===== src/rtl/vga_sync_monitor.sv =====
// Receive-side VGA timing checker: validates an active-low hsync/vsync pair against the
// configured raster, rebuilds pixel coordinates from the syncs, and reports lock/errors.
module vga_sync_monitor #(
    parameter int unsigned H_ACTIVE    = 640,
    parameter int unsigned H_FP        = 16,
    parameter int unsigned H_SYNC      = 96,
    parameter int unsigned H_BP        = 48,
    parameter int unsigned V_ACTIVE    = 480,
    parameter int unsigned V_FP        = 10,
    parameter int unsigned V_SYNC      = 2,
    parameter int unsigned V_BP        = 33,
    parameter int unsigned LOCK_FRAMES = 2
) (
    input  logic        clk_25MHz,
    input  logic        reset,
    input  logic        hsync,
    input  logic        vsync,
    input  logic        clr_err,
    output logic [9:0]  rx_x,
    output logic [9:0]  rx_y,
    output logic        rx_valid,
    output logic        locked,
    output logic        frame_start,
    output logic [15:0] frame_count,
    output logic        err_hperiod,
    output logic        err_hwidth,
    output logic        err_vperiod,
    output logic        err_vwidth
);

    localparam logic [10:0] HTotal = 11'(H_ACTIVE + H_FP + H_SYNC + H_BP);
    localparam logic [10:0] HStart = 11'(H_SYNC + H_BP);
    localparam logic [10:0] HEnd   = 11'(H_SYNC + H_BP + H_ACTIVE - 1);
    localparam logic [9:0]  VTotal = 10'(V_ACTIVE + V_FP + V_SYNC + V_BP);
    localparam logic [9:0]  VStart = 10'(V_SYNC + V_BP);
    localparam logic [9:0]  VEnd   = 10'(V_SYNC + V_BP + V_ACTIVE - 1);
    localparam logic [7:0]  HSyncW = 8'(H_SYNC);
    localparam logic [9:0]  VSyncW = 10'(V_SYNC);
    localparam logic [3:0]  LockN  = 4'(LOCK_FRAMES);

    typedef enum logic [1:0] {StSearch = 2'd0, StAcquire = 2'd1, StLocked = 2'd2} state_e;

    state_e      state_q, state_d;
    logic        hs_q, hs_d, hs_prev_q, hs_prev_d;
    logic        vs_q, vs_d, vs_prev_q, vs_prev_d;
    logic [10:0] hcount_q, hcount_d;
    logic [9:0]  vcount_q, vcount_d;
    logic [7:0]  hlow_q, hlow_d;
    logic [9:0]  vlow_q, vlow_d;
    logic        hseen_q, hseen_d, vseen_q, vseen_d;
    logic        hlow_valid_q, hlow_valid_d, vlow_valid_q, vlow_valid_d;
    logic        vpend_q, vpend_d;
    logic [3:0]  good_q, good_d;
    logic        frame_bad_q, frame_bad_d;
    logic [15:0] frame_count_q, frame_count_d;
    logic        frame_start_q, frame_start_d;
    logic        err_hper_q, err_hper_d, err_hwid_q, err_hwid_d;
    logic        err_vper_q, err_vper_d, err_vwid_q, err_vwid_d;
    logic [9:0]  rx_x_q, rx_x_d, rx_y_q, rx_y_d;
    logic        rx_valid_q, rx_valid_d;

    logic hfall, hrise, vfall, vrise, anchor;
    logic hper_ev, hwid_ev, vper_ev, vwid_ev, err_ev;
    logic hwin, vwin;

    assign hfall  = hs_prev_q & ~hs_q;
    assign hrise  = ~hs_prev_q & hs_q;
    assign vfall  = vs_prev_q & ~vs_q;
    assign vrise  = ~vs_prev_q & vs_q;
    // A vfall coinciding with hfall makes that same hfall the anchor.
    assign anchor = hfall & (vpend_q | vfall);

    // Counters, event detection and sticky error flags.
    always_comb begin
        hs_d         = hsync;
        hs_prev_d    = hs_q;
        vs_d         = vsync;
        vs_prev_d    = vs_q;
        hcount_d     = hcount_q;
        vcount_d     = vcount_q;
        hlow_d       = hlow_q;
        vlow_d       = vlow_q;
        hseen_d      = hseen_q;
        vseen_d      = vseen_q;
        hlow_valid_d = hlow_valid_q;
        vlow_valid_d = vlow_valid_q;
        vpend_d      = vpend_q;
        hper_ev      = 1'b0;
        hwid_ev      = 1'b0;
        vper_ev      = 1'b0;
        vwid_ev      = 1'b0;

        if (hfall) begin
            hcount_d     = '0;
            hseen_d      = 1'b1;
            hlow_valid_d = 1'b1;
            if (hseen_q && (hcount_q + 11'd1 != HTotal)) hper_ev = 1'b1;
        end else if (hcount_q != '1) begin
            hcount_d = hcount_q + 11'd1;
        end

        // Width is only judged for a low pulse whose falling edge was observed.
        if (hrise) begin
            if (hlow_valid_q && (hlow_q != HSyncW)) hwid_ev = 1'b1;
            hlow_d = '0;
        end else if (!hs_q && (hlow_q != '1)) begin
            hlow_d = hlow_q + 8'd1;
        end

        if (vfall) begin
            vpend_d      = 1'b1;
            vlow_valid_d = 1'b1;
        end
        if (anchor) begin
            vpend_d  = 1'b0;
            vcount_d = '0;
            vseen_d  = 1'b1;
            if (vseen_q && (vcount_q + 10'd1 != VTotal)) vper_ev = 1'b1;
        end else if (hfall && (vcount_q != '1)) begin
            vcount_d = vcount_q + 10'd1;
        end

        if (vrise) begin
            if (vlow_valid_q && (vlow_q != VSyncW)) vwid_ev = 1'b1;
            vlow_d = '0;
        end else if (hfall && !vs_q && (vlow_q != '1)) begin
            vlow_d = vlow_q + 10'd1;
        end

        err_ev        = hper_ev | hwid_ev | vper_ev | vwid_ev;
        frame_start_d = anchor;
        // A new error in the same cycle as clr_err survives the clear.
        err_hper_d    = (err_hper_q & ~clr_err) | hper_ev;
        err_hwid_d    = (err_hwid_q & ~clr_err) | hwid_ev;
        err_vper_d    = (err_vper_q & ~clr_err) | vper_ev;
        err_vwid_d    = (err_vwid_q & ~clr_err) | vwid_ev;

        hwin       = (hcount_q >= HStart) && (hcount_q <= HEnd);
        vwin       = (vcount_q >= VStart) && (vcount_q <= VEnd);
        rx_x_d     = hwin ? 10'(hcount_q - HStart) : '0;
        rx_y_d     = vwin ? (vcount_q - VStart) : '0;
        rx_valid_d = (state_q == StLocked) && hwin && vwin;
    end

    // Lock state machine.
    always_comb begin
        state_d       = state_q;
        good_d        = good_q;
        frame_bad_d   = frame_bad_q;
        frame_count_d = frame_count_q;

        case (state_q)
            StSearch: begin
                if (anchor) begin
                    state_d     = StAcquire;
                    good_d      = '0;
                    frame_bad_d = 1'b0;
                end
            end
            StAcquire: begin
                if (anchor) begin
                    frame_bad_d = 1'b0;
                    if (frame_bad_q || err_ev) begin
                        good_d = '0;
                    end else begin
                        good_d = good_q + 4'd1;
                        if (good_q + 4'd1 == LockN) state_d = StLocked;
                    end
                end else if (err_ev) begin
                    frame_bad_d = 1'b1;
                end
            end
            StLocked: begin
                if (err_ev) begin
                    state_d = StSearch;
                end else if (anchor) begin
                    frame_count_d = frame_count_q + 16'd1;
                end
            end
            default: state_d = StSearch;
        endcase
    end

    always_ff @(posedge clk_25MHz or negedge reset) begin
        if (!reset) begin
            state_q       <= StSearch;
            hs_q          <= 1'b1;
            hs_prev_q     <= 1'b1;
            vs_q          <= 1'b1;
            vs_prev_q     <= 1'b1;
            hcount_q      <= '0;
            vcount_q      <= '0;
            hlow_q        <= '0;
            vlow_q        <= '0;
            hseen_q       <= 1'b0;
            vseen_q       <= 1'b0;
            hlow_valid_q  <= 1'b0;
            vlow_valid_q  <= 1'b0;
            vpend_q       <= 1'b0;
            good_q        <= '0;
            frame_bad_q   <= 1'b0;
            frame_count_q <= '0;
            frame_start_q <= 1'b0;
            err_hper_q    <= 1'b0;
            err_hwid_q    <= 1'b0;
            err_vper_q    <= 1'b0;
            err_vwid_q    <= 1'b0;
            rx_x_q        <= '0;
            rx_y_q        <= '0;
            rx_valid_q    <= 1'b0;
        end else begin
            state_q       <= state_d;
            hs_q          <= hs_d;
            hs_prev_q     <= hs_prev_d;
            vs_q          <= vs_d;
            vs_prev_q     <= vs_prev_d;
            hcount_q      <= hcount_d;
            vcount_q      <= vcount_d;
            hlow_q        <= hlow_d;
            vlow_q        <= vlow_d;
            hseen_q       <= hseen_d;
            vseen_q       <= vseen_d;
            hlow_valid_q  <= hlow_valid_d;
            vlow_valid_q  <= vlow_valid_d;
            vpend_q       <= vpend_d;
            good_q        <= good_d;
            frame_bad_q   <= frame_bad_d;
            frame_count_q <= frame_count_d;
            frame_start_q <= frame_start_d;
            err_hper_q    <= err_hper_d;
            err_hwid_q    <= err_hwid_d;
            err_vper_q    <= err_vper_d;
            err_vwid_q    <= err_vwid_d;
            rx_x_q        <= rx_x_d;
            rx_y_q        <= rx_y_d;
            rx_valid_q    <= rx_valid_d;
        end
    end

    assign rx_x        = rx_x_q;
    assign rx_y        = rx_y_q;
    assign rx_valid    = rx_valid_q;
    assign locked      = (state_q == StLocked);
    assign frame_start = frame_start_q;
    assign frame_count = frame_count_q;
    assign err_hperiod = err_hper_q;
    assign err_hwidth  = err_hwid_q;
    assign err_vperiod = err_vper_q;
    assign err_vwidth  = err_vwid_q;

endmodule


===== config.mk =====
export PLATFORM = sky130hd
export DESIGN_NAME = vga_sync_monitor
export DESIGN_NICKNAME = d
export VERILOG_FILES = /design/src/rtl/vga_sync_monitor.sv
export SDC_FILE = /design/constraint.sdc
export NUM_CORES = 1
export LEC_CHECK = 0
export CORE_MARGIN = 4
export CORE_UTILIZATION = 65
export DETAILED_ROUTE_END_ITERATION = 10
export DONT_BUFFER_PORTS = 1
export GPL_TIMING_DRIVEN = 0
export PLACE_DENSITY = 0.91
export SLEW_MARGIN = 5
export SYNTH_ARGS = -nofsm -noshare
export SYNTH_HDL_FRONTEND = slang
export SYNTH_SLANG_ARGS = --single-unit

===== constraint.sdc =====
create_clock -name clk_25MHz -period 4.5 [get_ports clk_25MHz]
set_clock_uncertainty 0.2 [all_clocks]
set_input_delay 0.9 -clock clk_25MHz [delete_from_list [all_inputs] [get_ports clk_25MHz]]
set_output_delay 0.9 -clock clk_25MHz [all_outputs]
set_load 0.01 [all_outputs]

==> key figures, run 1 <==
Status
  – Outcome: complete, no violations

Pwr
  – Logic gate share of total power: 0.119
  – Internal: around 0.0013 W
  – Leak: around 2.4 nW
  – Seq pwr share: 0.532
  – Worst VDD drop: ~170 uV
  – PwrDens: 334 nW/um2
  – Total chip power: roughly 0.0018 W
  – Clk pwr share: 0.349
  – Psw: 0.000481 W
  – Switching Fraction: 0.268

Synthesis
  – Cell Area, Synth: between 5000 and 6000 um2
  – Mean area per synthesized cell: 9.73 um2
  – Post-synth top area cell: dfrtp_1
  – Cells after synthesis: approximately 520
  – Largest cells by area after synthesis: dfrtp_1, nor2_1, ha_1
  – #FFs+latches synth: 96
  – Synth cell count leaders: dfrtp_1, nor2_1, nand2_1
  – Mapped Nets: 536
  – Number of flops mapped to enable cells by yosys: 0
  – Synth unique cells: between 60 and 70
  – Synth warn: 0
  – Sequential area share after synthesis: 0.481
  – Synth top area share: 0.460
  – Fraction of registers with async set/reset: 1.00
  – Primary FF master, synth: dfrtp_1
  – Top-count cell post-synth: dfrtp_1

Layout
  – Layout cells sized above 1: 0.0808
  – Antenna Cells: 0
  – Area Overhead vs Synth: 7.07%
  – Final #Nets: roughly 550
  – Storage cell area: between 2000 and 2500 um2
  – Final instance count without filler cells: ~630
  – Layout fillers: approximately 520
  – Area of the multi-input gates: ~2400 um2
  – Final core utilization: 0.728

GRT
  – Overall global routing resource usage: 0.249
  – Largest net degree at the start of global routing: a little under 100
  – Initial antenna violation count: 0
  – Vias in the first global route: between 3k and 4k
  – First-pass GRT wire length: 18.0 mm
  – Grt ovf: 0

Detailed routing
  – Routed vias: 4013
  – Final wirelength: 10.8 mm
  – WL per Instance: roughly 17 um
  – DR pass1 iterations: 5
  – DRC viols: 0
  – Post-DRT Antenna Nets: 0
  – Initial drt markers: about 240
  – Vias per std cell: ~6.4

CTS
  – CTS tree: built
  – # resized after CTS: 0
  – Clock latency on the worst-skew pair: 0.37 ns
  – CTS root buf: clkbuf_8
  – CTS clk-pin slew, worst paths: 0.09 ns
  – CTS sink cnt: 96
  – H-tree depth: 3
  – CTS Buf Count: 9
  – Clock buffer depth: 2

Floorplan
  – Die height: around 96 um
  – Core footprint: 7370 um2
  – I/O Pins: 48
  – Die footprint: approximately 9000 um2
  – Row count: 31
  – Starting Density: 0.680
  – Die X: about 96 um

Place
  – Placer Congestion: slightly below 0.9
  – Worst slack, placed: roughly 1.3 ns
  – Placed cell count: 614
  – HPWL after DPL: between 7 and 8 mm
  – Number of buffers added on ports: 0

Worst setup path
  – Crit end category: flip-flop
  – Worst EP arrival: around 3.3 ns
  – CP startpoint kind: flip-flop
  – Register-to-Register Path Depth: 8
  – Crit path max fanout: 10
  – WP data required: between 4 and 5 ns
  – Crit Path Category: flip-flop to flip-flop

STA
  – RSZ-0062 raised after global routing: false
  – Post-route setup slack: between 1 and 1.5 ns
  – Final Hold Violating Endpoints: 0
  – Tmin final: 3.26 ns
  – Setup violations, final: 0
  – Max-slew headroom: 0.384
  – Fmax: just over 0.3 GHz
  – Final period utilization: 0.725
  – Least-Margin Pin Slew: around 0.9 ns
  – Total negative slack: 0 ns
  – Pins Over Slew Limit: 0

Worst hold path
  – Hold Crit Class: primary input to async pin

Run
  – Maxcap violations: 0
sequential cells by signal (all words and copies together) (netlist names), 2 cells and up:
register	cells
vlow_q	10
good_q	4
vcount_q	10
rx_y	10
hcount_q	11
state_q	2
frame_count	16
hlow_q	8
rx_x	10
cell usage in the layout (no fill, tap or decap), drive strengths merged, types with 8 or more instances in the layout:
cell type  instances
inv               30
ha                16
xor2              20
o31ai              9
a31oi              9
dfrtp             92
nand3             25
nor2              62
o21ai             23
a2111oi           15
a21oi             18
nand2             38
nand4             16
and3               8
nor3              12
xnor2             19
clkbuf            33
power groups by stage:
stage | Clock, W | Sequential, W | Combinational [W]
2_1_floorplan | 0 | 0.000955 | 0.000164
3_3_place_gp | 0 | 0.000964 | 0.000193
3_5_place_dp | 0 | 0.000968 | 0.000205
4_1_cts | 0.000632 | 0.000952 | 0.000207
5_1_grt | 0.000672 | 0.000961 | 0.000240
6_report | 0.000626 | 0.000953 | 0.000214
worst max-delay path: stages, from the launching register on:
cell      delay (ns)
dfrtp_1         0.50
ha_1            0.19
clkbuf_1        0.32
nor2b_1         0.22
nand2_1         0.07
a211oi_1        0.54
o21ai_2         0.27
a211oi_1        0.45
mux2_2          0.39
layout make-up:
cell class,instances,area share
Buffer,26,0.0208
Sequential cell,96,0.449
Clock buffer,11,0.0264
Multi-Input combinational cell,364,0.444
Timing Repair Buffer,1,0.00187
Clock inverter,5,0.0147
Tap cell,99,0.0231
Inverter,29,0.0203
path summary, 6_finish.rpt:
check | startpoint | slack (ns) | to
min in group clk_25MHz | hs_prev_d | 0.18 | hs_prev_q
max in group asynchronous | reset | 2.63 | vcount_q[5]
setup reg to reg | vcount_q[1] | 1.24 | frame_count[1]
hold / removal | reset | 0.02 | rx_y[9]
setup / recovery | vcount_q[1] | 1.24 | frame_count[1]
hold reg to reg | hs_prev_d | 0.18 | hs_prev_q
cell families after synthesis:
logic type                 Yosys count  synth area share
and+or+nand+nor                    196             0.192
AOI/OAI and AO/OA                  109             0.167
DFF                                 96             0.481
buffers and inverters               55            0.0440
xor gates and xnor gates            39            0.0682
adders and majority gates           16            0.0400
muxes                                4           0.00849
through the flow:
stage               hold slack [ns]  area (um2)
floorplan                     0.153        5010
global placement              0.164        5130
detailed placement            0.167        5130
CTS                         0.00266        5350
global route                0.00679        5360
finish                       0.0238        5360
repair_timing:
item | in CTS | in global routing
hold buffers | 0 | 1
buffers inserted | 0 | 0
hold endpoints to repair | 0 | 20
layer usage:
metal  global-route usage  up-vias  wire [um]
met4               0.0972        0        277
met5                    0        -          0
met3               0.0649       31        723
met2                0.400      165       5180
li1                     -     1852          -
met1                0.325     1965       4590
(Power assumes the default switching activity.)
==> run 2: changes to the inputs <==
--- a/config.mk
+++ b/config.mk
@@ -6,11 +6,11 @@
 export NUM_CORES = 1
 export LEC_CHECK = 0
 export CORE_MARGIN = 4
-export CORE_UTILIZATION = 65
+export CORE_UTILIZATION = 64
 export DETAILED_ROUTE_END_ITERATION = 10
 export DONT_BUFFER_PORTS = 1
 export GPL_TIMING_DRIVEN = 0
-export PLACE_DENSITY = 0.91
+export PLACE_DENSITY = 0.9
 export SLEW_MARGIN = 5
 export SYNTH_ARGS = -nofsm -noshare
 export SYNTH_HDL_FRONTEND = slang
==> constraint.sdc (replaced) <==
create_clock -name clk_25MHz -period 3.3 [get_ports clk_25MHz]
set_clock_uncertainty 0.2 [all_clocks]
set_input_delay 0.66 -clock clk_25MHz [delete_from_list [all_inputs] [get_ports clk_25MHz]]
set_output_delay 0.66 -clock clk_25MHz [all_outputs]
set_load 0.01 [all_outputs]
==> run 2 against run 1 <==
The run now ends with hold timing left; die area increased by 1.4%; via count up 0.52%; global-route usage fell by 0.33 points; total power increased by 34%; register-to-register slack lost 1.1 ns; wire length up 0.93%; largest power group unchanged; highest routed layer unchanged.
==> key figures, run 2 (same netlist as run 1, synthesis figures left out) <==
STA
  – Final period utilization: 0.968
  – Tmin final: 3.19 ns
  – Worst-case hold slack: -0.00183 ns
  – Pins Over Slew Limit: 0
  – Final Hold Violating Endpoints: 1
  – Fmax: approximately 0.31 GHz
  – RSZ-0062 raised after global routing: false
  – Total negative slack: 0 ns
  – Least-Margin Pin Slew: between 0.7 and 0.8 ns
  – Max-slew headroom: 0.513
  – Setup violations, final: 0

CTS
  – Clock buffer depth: 2
  – CTS clk-pin slew, worst paths: ~0.1 ns
  – CTS tree: built
  – Clock latency on the worst-skew pair: between 0.3 and 0.4 ns
  – Setup bufs post-CTS: 0
  – H-tree depth: 3
  – CTS sink cnt: 96
  – CTS Buf Count: 9
  – CTS root buf: clkbuf_8

GRT
  – Largest net degree at the start of global routing: a little under 100
  – Initial antenna violation count: 0
  – Vias in the first global route: around 3.8k
  – Overall global routing resource usage: 0.246
  – First-pass GRT wire length: roughly 18 mm
  – Grt ovf: 0

Detailed routing
  – Routed vias: roughly 4.0k
  – DR pass1 iterations: 5
  – WL per Instance: roughly 17 um
  – DRC viols: 0
  – Final wirelength: 10.9 mm
  – Initial drt markers: approximately 230
  – Post-DRT Antenna Nets: 0
  – Vias per std cell: between 6 and 7

Layout
  – Final #Nets: roughly 550
  – Antenna Cells: 0
  – Layout cells sized above 1: 0.0865
  – Final instance count without filler cells: around 630
  – Most common cell after layout, fill and taps aside: dfrtp_1
  – Cell area after layout: between 5000 and 6000 um2
  – Commonest non-fill, non-tap cells in the layout: dfrtp_1, nor2_1, nand2_1
  – Area Overhead vs Synth: 7.27%
  – Max reg flops: 16

Worst setup path
  – Crit end category: flip-flop
  – Crit path max fanout: 10
  – Worst R2R Start: vcount_q[1]
  – CP startpoint kind: flip-flop
  – Crit path launch: vcount_q[1]
  – Worst EP arrival: around 3.3 ns
  – Crit Path Category: flip-flop to flip-flop
  – Reg2reg setup slack: between 0.1 and 0.15 ns
  – WP data required: about 3.4 ns

Pwr
  – Total chip power: about 0.0024 W
  – Worst VDD drop: roughly 270 uV
  – PwrDens: approximately 450 nW/um2
  – Leak: about 2.4 nW

Place
  – Dpl cell area: around 5100 um2
  – HPWL after DPL: just over 7 mm
  – Placed cell count: 614
  – Number of buffers added on ports: 0
  – Placer Congestion: 0.878

Floorplan
  – Die X: 96.5 um
  – Row count: 31
  – Die footprint: approximately 9300 um2
  – Starting Density: 0.673
  – Die height: 96.5 um
  – I/O Pins: between 40 and 50
  – Core footprint: between 7000 and 8000 um2

Status
  – Outcome: complete, but fails checks
  – Failing checks: hold timing

Run
  – Maxcap violations: 0

Worst hold path
  – Hold Crit Class: primary input to async pin
==> run 2: final timing paths <==
path / depth (start not counted) / end
setup / recovery: 9 / frame_count[13]
hold / removal: 1 / rx_x[4]
hold reg to reg: 0 / hs_prev_q
setup reg to reg: 9 / frame_count[13]
min in group clk_25MHz: 0 / vs_prev_d
max in group asynchronous: 1 / vs_prev_q
==> run 2: where the power goes <==
group          switching (W)  internal (W)
combinational       0.000201      0.000111
clock               0.000414      0.000370
sequential         0.0000652       0.00123
==> run 2: stage by stage <==
| step | setup WS [ns] | utilization | hold WS (ns) |
|---|---|---|---|
| detailed placement | 0.0318 | 0.689 | 0.165 |
| global placement | 0.226 | 0.689 | 0.164 |
| floorplan | 0.694 | - | 0.153 |
| CTS | 0.174 | 0.720 | 0.0275 |
| global route | 0.00334 | 0.722 | 0.0237 |
| finish | 0.106 | 0.722 | -0.00183 |
==> run 2: final cells by class <==
class                           instances  area (um2)
Fill cell                             518        2070
Tap cell                               99         124
Multi-Input combinational cell        364        2400
Inverter                               29         109
Sequential cell                        96        2410
Timing Repair Buffer                    1        27.5
Clock inverter                          5        56.3
Buffer                                 26         111
Clock buffer                           11         141
==> run 2: worst max-delay path, stage by stage, from the launching register on <==
cell and delay [ns]:
dfrtp_1 0.51, ha_1 0.20, clkbuf_1 0.34, nor2b_1 0.24, nand2_1 0.09, a211oi_2 0.38
o21ai_2 0.22, buf_6 0.21, a2111oi_2 0.44, xor2_1 0.26
==> run 2: timing repair <==
item,4_1_cts,5_1_grt
hold endpoints to repair,96,0
resized for setup,1,2
endpoints found under the setup margin,1,2
hold buffers,1,0
==> run 2: routing by layer <==
metal | GRT usage | up-vias | routed length (um)
li1 | - | 1866 | -
met1 | 0.330 | 1993 | 4560
met2 | 0.406 | 153 | 5440
met3 | 0.0503 | 22 | 698
met4 | 0.0713 | 0 | 174
met5 | 0 | - | 0
==> run 3: changes to the inputs <==
--- a/config.mk
+++ b/config.mk
@@ -10,7 +10,8 @@
 export DETAILED_ROUTE_END_ITERATION = 10
 export DONT_BUFFER_PORTS = 1
 export GPL_TIMING_DRIVEN = 0
-export PLACE_DENSITY = 0.9
+export PLACE_DENSITY = 0.83
+export SETUP_SLACK_MARGIN = 0.02
 export SLEW_MARGIN = 5
 export SYNTH_ARGS = -nofsm -noshare
 export SYNTH_HDL_FRONTEND = slang
==> run 3 against run 2 <==
Via count fell by 1.9%; total power rose by 5.8%; sequential cell count did not move; the run still ends with hold timing left.
==> key figures, run 3 (same netlist as run 1, synthesis figures left out) <==
Layout
  – Final #Nets: ~550
  – Layout cells sized above 1: 0.0846
  – Commonest non-fill, non-tap cells in the layout: dfrtp_1, nor2_1, nand2_1
  – Antenna Cells: 0
  – Max reg flops: 16
  – Layout fillers: approximately 540
  – Cell area after layout: between 5000 and 6000 um2
  – Area of the multi-input gates: ~2400 um2
  – Most common cell after layout, fill and taps aside: dfrtp_1
  – Area Overhead vs Synth: 7.97%
  – Storage cell area: 2410 um2

STA
  – Tmin final: around 3.1 ns
  – Final Hold Violating Endpoints: 6
  – Fmax: about 0.32 GHz
  – Max-slew headroom: 0.519
  – Setup violations, final: 0
  – RSZ-0062 raised after global routing: false
  – Total negative slack: 0 ns
  – Final period utilization: 0.944
  – Worst-case hold slack: -0.0207 ns
  – Pins Over Slew Limit: 0
  – Least-Margin Pin Slew: 0.719 ns

Floorplan
  – Core footprint: approximately 7400 um2
  – Starting Density: 0.673
  – Die X: approximately 96 um
  – Die footprint: around 9300 um2
  – I/O Pins: 48
  – Row count: 31
  – Die height: slightly below 100 um

Detailed routing
  – WL per Instance: roughly 17 um
  – Post-DRT Antenna Nets: 0
  – Vias per std cell: about 6.3
  – DRC viols: 0
  – Initial drt markers: 186
  – DR pass1 iterations: 6
  – Routed vias: ~4k
  – Final wirelength: around 11 mm

Worst setup path
  – Crit path max fanout: 10
  – Crit path launch: hcount_q[4]
  – Crit Path Category: flip-flop to flip-flop
  – Crit end category: flip-flop
  – CP startpoint kind: flip-flop
  – WP data required: around 3.4 ns
  – Worst EP arrival: 3.21 ns
  – Worst R2R Start: hcount_q[4]

Place
  – Placer Congestion: between 0.8 and 0.9
  – Dpl cell area: ~5100 um2
  – HPWL after DPL: around 7.2 mm
  – Number of buffers added on ports: 0

GRT
  – First-pass GRT wire length: 17.8 mm
  – Met1 layer usage reported by global route: 0.322
  – Grt ovf: 0
  – Overall global routing resource usage: 0.243
  – Vias in the first global route: 3799
  – M2 GR Usage: 0.406
  – GRT busiest layer: met2
  – Initial antenna violation count: 0
  – Met3 usage: 0.0449
  – Largest net degree at the start of global routing: between 90 and 100

CTS
  – Setup bufs post-CTS: 0
  – CTS root buf: clkbuf_8
  – Clock buffer depth: 2
  – H-tree depth: 3
  – Clock latency on the worst-skew pair: between 0.3 and 0.4 ns
  – CTS tree: built
  – CTS Buf Count: 9
  – CTS clk-pin slew, worst paths: 0.10 ns
  – CTS sink cnt: between 90 and 100

Status
  – Outcome: complete, but fails checks
  – Failing checks: hold timing

Pwr
  – Clk pwr share: 0.366
  – Internal: about 0.0019 W
  – Psw: about 0.0007 W
  – Switching Fraction: 0.270
  – PwrDens: roughly 470 nW/um2
  – Worst VDD drop: approximately 380 uV
  – Seq pwr share: 0.512
  – Logic gate share of total power: 0.122
  – Leak: 2.45 nW

Run
  – Maxcap violations: 0

Worst hold path
  – Hold Crit Class: primary input to async pin
[run 3: cell types whose count changed in the layout (fill, tap and decap cells not counted)]
cell / previous run / this run
clkbuf_8: 10 / 9
dfrtp_1: 91 / 92
o211ai_4: 1 / 0
dfrtp_2: 1 / 0
o211ai_2: 0 / 1
bufinv_16: 1 / 3
clkinv_2: 2 / 0
inv_6: 0 / 1
[run 3: per-layer routing]
metal	vias to the layer above	wire length, um
met5	-	0
met4	0	176
met3	18	807
met2	176	5220
met1	1908	4320
li1	1854	-
[run 3: path summary, 6_finish.rpt]
kind | endpoint | slack [ns] | cells after the start
worst max-delay path | frame_count[10] | 0.18 | 8
worst min-delay path | rx_x[1] | -0.02 | 1
worst max register to register | frame_count[10] | 0.18 | 8
worst min register to register | hs_prev_q | 0.18 | 0
max in group asynchronous | vs_prev_d | 2.51 | 1
min in group clk_25MHz | vs_prev_d | 0.09 | 0
[run 3: final cells by class]
cell class              instances  share of cell area
inverters                      29              0.0201
repair buffers                  1             0.00509
clock buffers                  10              0.0236
multi-input cells             364               0.441
clock inverters                 6              0.0213
well taps                      99              0.0229
flip-flops and latches         96               0.445
plain buffers                  26              0.0206
[run 3: what timing repair did]
item,4_1_cts,5_1_grt
gates resized for setup,0,1
setup endpoints to repair,0,20
hold endpoints to repair,96,0
hold buffers,1,0
[run 3: critical path: stages (launching register included)]
cell and delay [ns]:
dfrtp_1 0.53, ha_1 0.30, nand4_2 0.17, o31a_1 0.32
a211oi_2 0.29, o211ai_2 0.28, buf_2 0.31, a2111oi_2 0.46
xor2_1 0.19
[run 3: power by group through the flow]
stage	registers, W	clock network (W)	logic (W)
6_report	0.00130	0.000927	0.000310
2_1_floorplan	0.00130	0	0.000224
3_5_place_dp	0.00132	0	0.000281
5_1_grt	0.00131	0.000988	0.000353
3_3_place_gp	0.00131	0	0.000267
4_1_cts	0.00130	0.000938	0.000309
[run 3: through the flow]
| step | total power [W] | hold WS [ns] | cells | utilization | setup slack [ns] |
|---|---|---|---|---|---|
| floorplan | 0.00153 | 0.153 | 515 | - | 0.694 |
| global placement | 0.00158 | 0.155 | 614 | 0.689 | 0.192 |
| detailed placement | 0.00160 | 0.166 | 614 | 0.689 | 0.0910 |
| CTS | 0.00254 | 0.0274 | 631 | 0.726 | 0.0804 |
| global route | 0.00265 | 0.0186 | 631 | 0.726 | 0.0317 |
| finish | 0.00253 | -0.0207 | 631 | 0.726 | 0.184 |
